===== config.mk =====
export PLATFORM = sky130hd
export DESIGN_NAME = bsg_link_ddr_downstream_reset_seq
export DESIGN_NICKNAME = d
export VERILOG_FILES = /design/src/rtl/bsg_link_ddr_downstream_reset_seq.sv
export SDC_FILE = /design/constraint.sdc
export NUM_CORES = 1
export LEC_CHECK = 0
export CORE_MARGIN = 3
export CORE_UTILIZATION = 52
export DETAILED_ROUTE_END_ITERATION = 8
export GPL_TIMING_DRIVEN = 0
export HOLD_SLACK_MARGIN = 0.12
export PLACE_DENSITY = 0.75
export SYNTH_ARGS = -nofsm -noshare
export SYNTH_HDL_FRONTEND = slang
export SYNTH_SLANG_ARGS = --single-unit

===== constraint.sdc =====
create_clock -name clk_i -period 1.85 [get_ports clk_i]
set_input_delay 0.185 -clock clk_i [delete_from_list [all_inputs] [get_ports clk_i]]
set_output_delay 0.185 -clock clk_i [all_outputs]
set_load 0.1 [all_outputs]

===== src/rtl/bsg_link_ddr_downstream_reset_seq.sv =====
// Brings a DDR link out of reset: asserts per-channel io resets, waits for the
// io-domain acks, holds, releases, then releases the core link reset.
module bsg_link_ddr_downstream_reset_seq #(
  parameter int num_channels_p     = 1,
  parameter int io_hold_cycles_p   = 32,
  parameter int core_hold_cycles_p = 16,
  parameter int ack_timeout_p      = 1024
) (
  input  logic                      clk_i,
  input  logic                      reset_i,
  input  logic                      start_i,
  input  logic                      restart_i,
  input  logic [num_channels_p-1:0] io_ack_i,
  output logic                      core_link_reset_o,
  output logic [num_channels_p-1:0] io_reset_req_o,
  output logic                      link_up_o,
  output logic                      error_o
);

  localparam int max_hold_lp   = (io_hold_cycles_p > core_hold_cycles_p) ? io_hold_cycles_p : core_hold_cycles_p;
  localparam int max_cycles_lp = (max_hold_lp > ack_timeout_p) ? max_hold_lp : ack_timeout_p;
  localparam int cnt_width_lp  = $clog2(max_cycles_lp) + 1;

  localparam logic [cnt_width_lp-1:0] cnt_zero_lp    = '0;
  localparam logic [cnt_width_lp-1:0] cnt_one_lp     = cnt_width_lp'(1);
  localparam logic [cnt_width_lp-1:0] ack_timeout_lp = cnt_width_lp'(ack_timeout_p);
  localparam logic [cnt_width_lp-1:0] io_hold_lp     = cnt_width_lp'(io_hold_cycles_p);
  localparam logic [cnt_width_lp-1:0] core_hold_lp   = cnt_width_lp'(core_hold_cycles_p);

  typedef enum logic [2:0] {
    e_idle       = 3'd0,
    e_io_assert  = 3'd1,
    e_io_hold    = 3'd2,
    e_io_release = 3'd3,
    e_core_hold  = 3'd4,
    e_up         = 3'd5,
    e_error      = 3'd6
  } state_e;

  state_e                  state_r, state_n;
  logic [cnt_width_lp-1:0] cnt_r, cnt_n;
  logic                    core_reset_n, io_req_n, link_up_n, error_n;

  // Next-state/counter selection and output decode of the next state
  always_comb begin
    state_n = state_r;
    cnt_n   = cnt_r;
    if (restart_i) begin
      state_n = e_io_assert;
      cnt_n   = ack_timeout_lp;
    end else if (!start_i && (state_r != e_idle) && (state_r != e_error)) begin
      state_n = e_idle;
      cnt_n   = cnt_zero_lp;
    end else begin
      case (state_r)
        e_idle: begin
          if (start_i) begin
            state_n = e_io_assert;
            cnt_n   = ack_timeout_lp;
          end else begin
            state_n = e_idle;
          end
        end
        // the ack test comes before the timeout so a same-cycle tie exits cleanly
        e_io_assert: begin
          if (&io_ack_i) begin
            state_n = e_io_hold;
            cnt_n   = io_hold_lp;
          end else if (cnt_r == cnt_zero_lp) begin
            state_n = e_error;
          end else begin
            cnt_n = cnt_r - cnt_one_lp;
          end
        end
        e_io_hold: begin
          if (cnt_r == cnt_one_lp) begin
            state_n = e_io_release;
            cnt_n   = ack_timeout_lp;
          end else begin
            cnt_n = cnt_r - cnt_one_lp;
          end
        end
        e_io_release: begin
          if (~(|io_ack_i)) begin
            state_n = e_core_hold;
            cnt_n   = core_hold_lp;
          end else if (cnt_r == cnt_zero_lp) begin
            state_n = e_error;
          end else begin
            cnt_n = cnt_r - cnt_one_lp;
          end
        end
        e_core_hold: begin
          if (cnt_r == cnt_one_lp) begin
            state_n = e_up;
            cnt_n   = cnt_zero_lp;
          end else begin
            cnt_n = cnt_r - cnt_one_lp;
          end
        end
        e_up:    state_n = e_up;
        e_error: state_n = e_error;
        default: begin
          state_n = e_idle;
          cnt_n   = cnt_zero_lp;
        end
      endcase
    end

    core_reset_n = 1'b1;
    io_req_n     = 1'b0;
    link_up_n    = 1'b0;
    error_n      = 1'b0;
    case (state_n)
      e_io_assert, e_io_hold: io_req_n = 1'b1;
      e_up: begin
        core_reset_n = 1'b0;
        link_up_n    = 1'b1;
      end
      e_error: error_n = 1'b1;
      default: core_reset_n = 1'b1;
    endcase
  end

  // State, counter and registered outputs (outputs track the decoded state)
  always_ff @(posedge clk_i) begin
    if (reset_i) begin
      state_r           <= e_idle;
      cnt_r             <= cnt_zero_lp;
      core_link_reset_o <= 1'b1;
      io_reset_req_o    <= '0;
      link_up_o         <= 1'b0;
      error_o           <= 1'b0;
    end else begin
      state_r           <= state_n;
      cnt_r             <= cnt_n;
      core_link_reset_o <= core_reset_n;
      io_reset_req_o    <= {num_channels_p{io_req_n}};
      link_up_o         <= link_up_n;
      error_o           <= error_n;
    end
  end

endmodule

Word level (Yosys, flattened, before mapping)
Cells that the tools add are included.
{"block": "totals", "ff_bits": 18, "in_bits": 5, "elab_cells": 57}
{"block": "op_classes", "addsub": 1, "n_eq_ne": 15, "muxes": 22, "bitwise_logic": 1, "n_reduce_logical": 11}
{"op": "$mux 11", "n": 8}
{"op": "$pmux 11 s6", "n": 1}
{"op": "$mux 3", "n": 7}
{"op": "$pmux 3 s7", "n": 1}
{"op": "$eq 3x3->1 const B", "n": 5}
{"op": "$eq 11x1->1 const B", "n": 1}
{"op": "$logic_not 11->1", "n": 1}
{"op": "$sub 11x1->11 const B", "n": 1}
{"op": "$eq 3x2->1 const B", "n": 3}
{"op": "$eq 3x1->1 const B", "n": 2}
{"op": "$mux 1", "n": 5}
{"op": "$ne 4x4->1 const B", "n": 1}
{"op": "$reduce_and 2->1", "n": 2}
{"op": "$reduce_or 2->1", "n": 2}
{"op": "$logic_not 3->1", "n": 1}
{"op": "$ne 3x1->1 const B", "n": 1}
{"op": "$ne 3x3->1 const B", "n": 1}
{"op": "$reduce_bool 3->1", "n": 1}
{"op": "$reduce_or 3->1", "n": 1}
{"op": "$logic_and 1x1->1", "n": 2}
{"op": "$ne 2x2->1 const B", "n": 1}
{"op": "$logic_not 1->1", "n": 1}
{"op": "$not 1->1", "n": 1}

Longest topological paths before layout
{"block": "depth", "depth_word": 9, "mapped_depth": 7, "depth_no_buf": 7}

Worst setup path after synthesis
OpenSTA, ideal clock, no wires.
{"block": "synth_timing", "kind": "reg-to-reg", "startpoint": "reg cnt_r[2]", "endpoint": "reg cnt_r[10]", "setup_ns": 0.133, "t_arrival_ns": 1.609, "required_time_ns": 1.717, "slack_ns": 0.108, "stages_incl_launch_ff": 7, "n_path_buf": 1, "period_less_slack_ns": 1.742, "cell_sequence": "dfxtp_1 > nor4_4 > and4b_2 > o2bb2ai_1 > buf_2 > o21ai_0 > a311oi_1"}
{"block": "synth_via", "elab_chain_cells": 6, "elab_cells_between_ends": 11, "cone_classes": "add/sub: 1; eq/ne: 1; mux: 8; reduce/logical: 1"}
{"element": "start, declared", "line": "41", "text": "logic [cnt_width_lp-1:0] cnt_r, cnt_n;"}
{"element": "start signal, assigned", "line": "129", "text": "cnt_r <= cnt_zero_lp;"}
{"element": "start signal, assigned", "line": "136", "text": "cnt_r <= cnt_n;"}
{"element": "$sub 11x1->11 or $logic_not 11->1 (tied branches)"}
{"element": "$mux 11", "line": "69, 87"}
{"element": "$mux 11, on equally long branches", "line": "84, 66"}
{"element": "$pmux 11 s6 (*)", "line": "55", "text": "case (state_r)"}
{"element": "$mux 11 (*)", "line": "51", "text": "end else if (!start_i && (state_r != e_idle) && (state_r != e_error)) begin"}
{"element": "$mux 11 (*)", "line": "48", "text": "if (restart_i) begin"}
Every way passes the cells marked *; elsewhere a longest branch is shown, timed or not.
A chain may end at the register's enable or synchronous reset.

Final worst setup path
{"block": "layout_timing", "startpoint": "reg cnt_r[8]", "endpoint": "reg cnt_r[5]"}
{"block": "layout_via", "elab_chain_cells": 4, "elab_cells_between_ends": 8, "cone_classes": "eq/ne: 1; mux: 6; reduce/logical: 1"}
{"element": "$logic_not 11->1", "line": "69, 87"}
{"element": "$mux 11"}
{"element": "$mux 11, on equally long branches"}
{"element": "$pmux 11 s6 (*)", "line": "55"}
Marked as above.

==> reports/qor.yml <==
status:
  status: "complete, but fails checks"
  violations: "negative setup slack"
final_layout:
  area_growth_pct: 23.0
  final_common_cell: "nand2_1"
  n_antenna_cell: 0
  nFillCells: 187
  finish.instance_area_um2: 1620
  drive_above_1_share: 0.258
  layout_common_cells: "nand2_1, nor2_1, inv_1, dfxtp_1, a21oi_1"
  multiInputGateArea_um2: 992
  nets: 192
  seq_area_um2: 377
critical_path:
  slowest_stage: "dfxtp_4"
  crit_path_end_kind: "flop"
  cp_max_fo: 6
  worstSetupPathType: "flop to flop"
  r2r_slack_ps: -6
  crit_chain: "nor4_4 -> buf_4 -> and4b_4 -> o21ai_0 -> and4b_1 -> o221a_2"
  cp.required_ps: 2050
  start_kind: "flop"
  arrival_ps: 2050
  worst_path_largest_cell_delay_ps: 380
logic_synthesis:
  synth_area_um2: 1320
  yosysTopAreaCell: "dfxtp_1"
  synth_top_area_frac: 0.274
  syn_inst: 167
  yosysSeqAreaShare: 0.274
  synth_top_family_by_area: "compound AO/OA/AOI/OAI gates"
  synth_compound_area_frac: 0.308
  synth_cell_types: 57
  synthXorXnorAreaFrac: 0.0266
  avgSynthCellArea_um2: 7.89
  synth_edf_count: 0
  synthMuxAreaShare: 0
  yosys.area_share.simple: 0.307
  yosysWarnings: 0
  synthTopCellsByArea: "dfxtp_1, nand2_1, nor2_1"
  synth_nets: 175
  async_reset_ff_frac: 0
  synthFlopType: "dfxtp_1"
  synthAdderAreaFrac: 0.0285
  ys_seq_elements: 18
sta:
  rsz0062_at_grt: "yes"
  tightest_slew_ps: 961
  slew-limit-headroom: 0.362
  tns_ps: -6.41
  setup_viol: 1
  fin_crit_sh: 1.00
  drv_slew: 0
  fmax_ghz: 0.539
  skew_ps: 6.61
  fin_crit_ps: 1860
  hold_viol: 0
  setup_ws_ps: -6.41
route:
  vias: 1383
  first_iter_violations: 80
  drc: 0
  firstDrtPassIters: 4
  totalWireLength_um: 3720
  viasPerCell: 6.59
  ant_nets: 0
  wl_per_cell_um: 17.7
cts:
  clkTransAtPathRegs_ps: 100
  clkLatencyLatePin_ps: 300
  cts_root_buffer: "clkbuf_4"
  cts_tree: "built"
  cts_hold_buffers: 0
  cts_buffer_depth: 2
  cts_buffers: 3
  clock_sinks: 18
  htree_levels: 1
worst_hold_path:
  hold_class: "flop to flop"
placement:
  placed_cell_area_um2: 1420
  gp_congestion: 0.872
  dp_worst_setup_slack_ps: -180
  hpwl_um: 2440
  place.port_buffers: 7
power:
  leakage_nw: 0.633
  power_mw: 1.11
  vdd_drop_max_v: 0.000552
  cellPowerDensity_nw_per_um2: 683
die:
  io_pins: 9
  die_y_um: 56.3
  core_um2: 2300
  core.rowCount: 17
  die_area_um2: 3170
  initial_core_util: 0.574
  fp.dieW_um: 56.3
grt:
  overflow: 0
  antenna_found_initial: 0
  grt_max_degree: 11
  grt_pass1_wl_um: 5580
  grt_pass1_vias: 1213
  grt_usage: 0.217
job:
  cap_violations: 0
metal layers:
layer / routed length, um / vias up / GRT usage
li1: - / 663 / -
met3: 251 / 7 / 0.0299
met5: 0 / - / 0
met4: 68 / 0 / 0.0678
met2: 1820 / 51 / 0.342
met1: 1590 / 662 / 0.304
timing repair:
action / in CTS / in global routing
setup endpoints to repair: 18 / 10
resized for setup: 14 / 27
buffers inserted: 3 / 3
pin swaps: 1 / 6
sequential cells by signal (all words and copies together), names as in the netlist:
name,flops
link_up_o,1
state_r,3
io_reset_req_o,1
core_link_reset_o,1
error_o,1
cnt_r,11
cell usage after synthesis, types with 2 or more instances:
library cell,instances
a311oi_1,6
nor3_1,3
nand2b_1,5
inv_1,11
nand4_1,3
nand3_1,2
nand3b_1,2
buf_2,3
nand2_1,17
a22oi_1,2
ha_1,3
dfxtp_1,18
clkbuf_1,3
nor2_1,17
a211oi_1,3
a31oi_1,4
o21ai_0,7
nand4b_1,2
o21bai_1,2
xnor2_1,2
a21oi_1,9
a31o_2,2
nor2b_1,4
buf_1,2
xor2_1,2
and3_1,2
where the power goes:
group          switching (mW)  internal, mW  leakage (nW)
combinational           0.266         0.208         0.469
sequential             0.0310         0.407         0.151
clock                   0.119        0.0759        0.0138
total                   0.416         0.691         0.633
final timing paths:
| check | from | cells after the start | end |
|---|---|---|---|
| worst max-delay path | cnt_r[8] | 6 | cnt_r[5] |
| worst min-delay path | cnt_r[8] | 1 | cnt_r[8] |
| worst max register to register | cnt_r[8] | 6 | cnt_r[5] |
| worst min register to register | cnt_r[8] | 1 | cnt_r[8] |
layout make-up:
class,count,area share
inverter,11,0.0255
timing repair buffer,13,0.0680
tap,28,0.0216
multi-input combinational,130,0.612
clock buffer,3,0.0139
buffer,7,0.0263
sequential,18,0.232
cell families after synthesis:
kind of cell,Yosys count
buffers and inverters,19
AO/OA/AOI/OAI,54
flip-flops,18
AND/OR/NAND/NOR,69
XOR/XNOR,4
adder cells (fa/ha/maj),3
stage by stage:
stage,util,std cells,hold WS (ps)
6_report,0.705,210,518
5_1_grt,0.705,210,545
4_1_cts,0.651,208,528
3_3_place_gp,0.619,202,521
3_5_place_dp,0.619,202,527
2_1_floorplan,-,167,254
worst max-delay path, delay by kind of cell (launching register included):
kind | cells | cell delay, ps
compound gates | 2 | 350
simple gates | 3 | 850
buf+inv | 1 | 180
flops | 1 | 380
Note: power is estimated with default switching activity, not from simulation.
